$ cat src/rtl/serial_word_bridge.sv
// serial_word_bridge: framed bit-serial <-> 16-bit handshaked word bridge.
// Start 0, WIDTH data bits MSB first, stop 1; one bit per clock.
module serial_word_bridge #(
  parameter int WIDTH = 16
) (
  input  logic             C,
  input  logic             RN,
  input  logic             SI,
  output logic             SO,
  output logic [WIDTH-1:0] rx_data,
  output logic             rx_valid,
  input  logic             rx_ready,
  input  logic [WIDTH-1:0] tx_data,
  input  logic             tx_valid,
  output logic             tx_ready,
  output logic             frame_err,
  output logic             overrun
);

  localparam int CW = $clog2(WIDTH);

  typedef enum logic [1:0] {
    RX_IDLE,
    RX_DATA,
    RX_STOP
  } rx_state_t;

  typedef enum logic [1:0] {
    TX_IDLE,
    TX_START,
    TX_DATA,
    TX_STOP
  } tx_state_t;

  rx_state_t        rx_state;
  logic [CW-1:0]    rx_cnt;
  logic [WIDTH-1:0] rx_sh;

  tx_state_t        tx_state;
  logic [CW-1:0]    tx_cnt;
  logic [WIDTH-1:0] tx_sh;
  logic             tx_hs;

  assign tx_ready = (tx_state == TX_IDLE) || (tx_state == TX_STOP);
  assign tx_hs    = tx_valid && tx_ready;

  always_ff @(posedge C or negedge RN) begin
    if (!RN) begin
      rx_state  <= RX_IDLE;
      rx_cnt    <= '0;
      rx_sh     <= '0;
      rx_data   <= '0;
      rx_valid  <= 1'b0;
      frame_err <= 1'b0;
      overrun   <= 1'b0;
    end else begin
      frame_err <= 1'b0;
      overrun   <= 1'b0;
      if (rx_valid && rx_ready)
        rx_valid <= 1'b0;
      unique case (rx_state)
        RX_IDLE: begin
          if (!SI) begin
            rx_state <= RX_DATA;
            rx_cnt   <= '0;
          end
        end
        RX_DATA: begin
          rx_sh  <= {rx_sh[WIDTH-2:0], SI};
          rx_cnt <= rx_cnt + CW'(1);
          if (rx_cnt == CW'(WIDTH - 1))
            rx_state <= RX_STOP;
        end
        RX_STOP: begin
          rx_state <= RX_IDLE;
          if (!SI) begin
            frame_err <= 1'b1;
          end else if (!rx_valid || rx_ready) begin
            // a same-edge handshake frees the holding register
            rx_data  <= rx_sh;
            rx_valid <= 1'b1;
          end else begin
            overrun <= 1'b1;
          end
        end
        default: rx_state <= RX_IDLE;
      endcase
    end
  end

  always_ff @(posedge C or negedge RN) begin
    if (!RN) begin
      tx_state <= TX_IDLE;
      tx_cnt   <= '0;
      tx_sh    <= '0;
      SO       <= 1'b1;
    end else begin
      unique case (tx_state)
        TX_IDLE: begin
          SO <= 1'b1;
          if (tx_hs) begin
            tx_sh    <= tx_data;
            tx_state <= TX_START;
          end
        end
        TX_START: begin
          SO       <= 1'b0;
          tx_cnt   <= '0;
          tx_state <= TX_DATA;
        end
        TX_DATA: begin
          SO     <= tx_sh[WIDTH-1];
          tx_sh  <= {tx_sh[WIDTH-2:0], 1'b0};
          tx_cnt <= tx_cnt + CW'(1);
          if (tx_cnt == CW'(WIDTH - 1))
            tx_state <= TX_STOP;
        end
        TX_STOP: begin
          SO <= 1'b1;
          if (tx_hs) begin
            tx_sh    <= tx_data;
            tx_state <= TX_START;
          end else begin
            tx_state <= TX_IDLE;
          end
        end
        default: tx_state <= TX_IDLE;
      endcase
    end
  end

endmodule

$ cat config.mk
export PLATFORM = sky130hd
export DESIGN_NAME = serial_word_bridge
export DESIGN_NICKNAME = d
export VERILOG_FILES = /design/src/rtl/serial_word_bridge.sv
export SDC_FILE = /design/constraint.sdc
export NUM_CORES = 1
export LEC_CHECK = 0
export CORE_MARGIN = 5
export CORE_UTILIZATION = 35
export CTS_CLUSTER_DIAMETER = 40
export CTS_CLUSTER_SIZE = 10
export DETAILED_ROUTE_END_ITERATION = 10
export PLACE_DENSITY = 0.56
export SLEW_MARGIN = 30
export SYNTH_ARGS = -nofsm -noshare
export SYNTH_HDL_FRONTEND = slang
export SYNTH_SLANG_ARGS = --single-unit
$ cat constraint.sdc
create_clock -name C -period 2.85 [get_ports C]
set_clock_uncertainty 0.05 [all_clocks]
set_input_delay 0.57 -clock C [delete_from_list [all_inputs] [get_ports C]]
set_output_delay 0.57 -clock C [all_outputs]
set_load 0.05 [all_outputs]
Word level (Yosys, flattened, before mapping)
Index checks and enable logic that the tools add are counted.
{"block": "totals", "ff_bits": 64, "input_bits": 21, "output_inout_bits": 21, "elab_cells": 63}
{"block": "classes", "addsub": 2, "n_eq_ne": 12, "n_mux": 22, "reduce_logical": 16}
{"op": "16-bit one-hot mux with 2 select lines", "n": 1}
{"op": "16-bit two-way mux", "n": 1}
{"op": "4-bit one-hot mux with 2 select lines", "n": 2}
{"op": "1-bit two-way mux", "n": 10}
{"op": "4-bit by 1-bit adder with 4-bit output (second input constant)", "n": 2}
{"op": "4-bit equality test (second input constant)", "n": 2}
{"op": "2-bit two-way mux", "n": 4}
{"op": "2-bit != test (second input constant)", "n": 4}
{"op": "2-bit one-hot mux with 4 select lines", "n": 1}
{"op": "2-bit AND reduction", "n": 4}
{"op": "2-bit equality test (second input constant)", "n": 3}
{"op": "2-bit nonzero test", "n": 3}
{"op": "2-bit by 1-bit equality test with 1-bit output (second input constant)", "n": 2}
{"op": "2-bit logical NOT", "n": 2}
{"op": "4-bit two-way mux", "n": 1}
{"op": "2-bit one-hot mux with 2 select lines", "n": 1}
{"op": "1-bit one-hot mux with 3 select lines", "n": 1}
{"op": "3-bit AND reduction", "n": 1}
{"op": "1-bit logical AND", "n": 2}
{"op": "1-bit logical OR", "n": 2}
{"op": "2-bit by 1-bit != test with 1-bit output (second input constant)", "n": 1}
{"op": "2-bit OR reduction", "n": 1}
{"op": "1-bit logical NOT", "n": 1}

Longest topological paths before layout
{"block": "depth", "depth_word": 5, "ltp_mapped": 7, "mapped_depth_nobuf": 5}

Least setup slack after synthesis
Ideal clock, no wire load.
{"block": "synth_timing", "path_kind": "flip-flop to output port", "start": "register tx_state[0]", "end": "output tx_ready", "t_arrival_ps": 1178, "required_time_ps": 2230, "setup_slack_ps": 1052, "path_stages_with_launch": 4, "n_path_buf": 0, "cell_sequence": "dfrtp_1 -> inv_1 -> ha_1 -> inv_1"}
{"block": "synth_between", "elab_chain_len": 2, "word_cells_on_any_way": 3, "cone_classes": "1 x eq/ne; 2 x reduce/logical"}
{"element": "from (decl)", "line_no": "39", "text": "tx_state_t tx_state;"}
{"element": "from (signal assigned)", "line_no": "93", "text": "tx_state <= TX_IDLE;"}
{"element": "from (signal assigned)", "line_no": "103", "text": "tx_state <= TX_START;"}
{"element": "from (signal assigned)", "line_no": "109", "text": "tx_state <= TX_DATA;"}
{"element": "2-bit equality test or 2-bit logical NOT (tied branches)", "line_no": "44", "text": "assign tx_ready = (tx_state == TX_IDLE) || (tx_state == TX_STOP);"}
{"element": "1-bit logical OR (*)", "line_no": "44"}
{"element": "to (decl)", "line_no": "15", "text": "output logic tx_ready,"}
Mark *: on every way between the ends. The rest lies on a longest branch, timed or not.

Final worst setup path
Ends and elaborated chain as after synthesis.

==> impl_metrics.ini <==
[outcome]
status = completed

[detailed_routing]
post_drt_wl_per_cell_um = 13.4
vias = 1658
dr.pass1.iters = 4
postRouteAntennaNets = 0
routed_wirelength_um = 4830
avgViaCountPerCell = 4.59
drt_iter0_drc = 35
remaining_drc_errors = 0

[yosys]
yosys_register_bits = 64
synth_compound_area_share_pct = 7.29
avgSynthCellArea_um2 = 13.2
synthAdderAreaFrac_pct = 3.23
synthSimpleGateAreaFrac_pct = 6.46
ys_async_sr_fraction_pct = 100
synth_nets = 234
yosysWarningCount = 0
synth_xor_area_share_pct = 0
syn_area_mm2 = 0.00271
synthCells = 206
synth_top_family_by_area = multiplexers
synth_cell_types = 34
muxShareOfSynthArea_pct = 21.1
ys.flop_type = dfrtp_1
synth-edff-count = 0
synth_seq_area_share_pct = 59.1

[setup_path]
r2r_slack_ps = 970
cp_max_fo = 11
critPathCaptureType = output pin
reg2reg_to = tx_sh[8]$_DFFE_PN0P_
cp.arrival_ps = 1810
crit_required_ps = 2230
worstSetupPathType = flip-flop to output pin
critPathLaunchType = flip-flop
timing.rr.start = tx_state[1]$_DFFE_PN0P_
r2r_cells = 6

[layout]
antennaDiodeCount = 0
fin_cells = 361
multiInputGateArea_mm2 = 0.00104
layout_commonest_cell = dfrtp_1
final_area_mm2 = 0.00351
n_fill_cell = 699
nets = 282
layout_common_cells = dfrtp_1 (63), clkdlybuf4s50_1 (39), nand2_1 (20), mux2i_1 (19), mux2_2 (17)
areaGrowthSynthToFinish_pct = 29.4
drive_gt1_share_pct = 17.0
seq_area_mm2 = 0.00160

[sta]
slew_violations = 0
worst_slack_ps = 420
relSlewSlack_pct = 57.0
fin_crit_ps = 2430
finalCritPeriodShare_pct = 85.3
hold_viol_final = 0
rsz0062_at_grt = false
setup_viol = 0
tightest_slew_ps = 644
tns_ps = 0
max_freq_mhz = 412

[clock_tree]
clockRootBuffer = clkbuf_8
cts_setup_buffers = 0
ctsHtreeMaxLevel = 3
tritoncts = done
hold_buffers = 0
clk_pin_slew_ps = 70
cts_resized = 0
cts_buffer_depth = 2
cts_buffers = 9
clkSinkCount = 64
clk-insertion-delay-late_ps = 340

[placement]
dpl_cell_area_mm2 = 0.00324
portBuffers = 41
dp_slack_ps = 691
dpl.cell_count = 345
dp_hpwl_um = 3250
routabilityCongestion = 0.693

[global_routing]
grt_pass1_wl_um = 8300
top_usage_layer = met2
grtUsageMet2_pct = 16.0
track_usage_pct = 10.9
grt_pass1_vias = 1744
grt_max_degree = 38
grt_remaining_overflow = 0
use_met1_pct = 14.2
grtUsageMet3_pct = 4.36
antenna_found_initial = 0

[hold_path]
holdCritPathClass = input pin to asynchronous set/reset pin

[floorplanning]
initial_core_util_pct = 35.5
die-width_um = 98.0
io-pin-count = 42
die-height_um = 98.0
core_mm2 = 0.00765
rows = 32
die-area_mm2 = 0.00961

[power]
peakVddDrop_uv = 529
p_leak_uw = 0.00163
power-per-cell-area_mw_per_mm2 = 1200

[job]
max_cap_violations = 0
## flip-flops by register name, summed over array words and instances (netlist names)
signal / flops
rx_data: 16
rx_sh: 16
tx_sh: 16
rx_cnt: 4
tx_cnt: 4
rx_state: 2
tx_state: 2
SO: 1
frame_err: 1
overrun: 1
rx_valid: 1
## cells in the mapped netlist (all sizes together), types with 2 or more instances
cell type / count / share of area (%)
a21oi: 2 / 0.37
a22o: 2 / 0.65
buf: 5 / 1.5
clkbuf: 4 / 0.55
dfrtp: 63 / 58
ha: 7 / 3.2
inv: 6 / 0.83
mux2: 33 / 14
mux2i: 20 / 7.4
nand2: 20 / 2.8
nand3: 4 / 0.74
nand3b: 2 / 0.69
nor2: 5 / 0.97
nor2b: 2 / 0.46
o21ai: 16 / 3.0
o2bb2ai: 3 / 0.97
## layer usage
| metal | vias up | part of all wire [%] |
|---|---|---|
| met5 | - | 0 |
| met4 | 0 | 1.6 |
| met3 | 6 | 4.3 |
| met2 | 29 | 46 |
| met1 | 799 | 48 |
| li1 | 824 | - |
## worst max path at each step
stage	startpoint	to	slack, ps	cells after the start
2_1_floorplan	tx_state[0]$_DFFE_PN0P_	tx_ready	1050	3
3_3_place_gp	SI	rx_data[11]$_DFFE_PN0P_	730	5
3_5_place_dp	SI	rx_data[11]$_DFFE_PN0P_	690	5
4_1_cts	tx_state[0]$_DFFE_PN0P_	tx_ready	360	5
5_1_grt	tx_state[1]$_DFFE_PN0P_	tx_ready	260	5
6_report	tx_state[0]$_DFFE_PN0P_	tx_ready	420	5
## stage by stage
step           hold WS [ps]  utilization (%)  power [uW]
2_1_floorplan           224                -        2740
3_3_place_gp            411             42.4        3190
3_5_place_dp            423             42.4        3220
4_1_cts                 208             45.9        4280
5_1_grt                 243             45.9        4500
6_report                200             45.9        4210
## power by group
group | internal [uW] | leakage (uW) | switching (uW) | total, uW
Sequential | 1280 | 0.000808 | 229 | 1510
Combinational | 731 | 0.000693 | 944 | 1670
Clock | 670 | 0.000126 | 357 | 1030
Total | 2680 | 0.00163 | 1530 | 4210
## area by class of cell
class,count,area share (%)
well taps,102,3.64
clock inverters,7,4.10
flip-flops and latches,64,45.7
multi-input cells,127,29.5
repair buffers,46,12.9
inverters,6,0.642
clock buffers,9,3.53
## worst max-delay path, stage by stage (launching register included)
cell,delay [ps]
dfrtp_1,400
inv_1,150
ha_1,270
buf_4,210
inv_1,200
buf_4,240
## cells by family after synthesis
group	count (synthesis)
buffers and inverters	15
DFF	64
AOI/OAI and AO/OA	31
muxes	53
and+or+nand+nor	36
adders and majority gates	7
No activity file was read; power rests on OpenSTA's default activity.
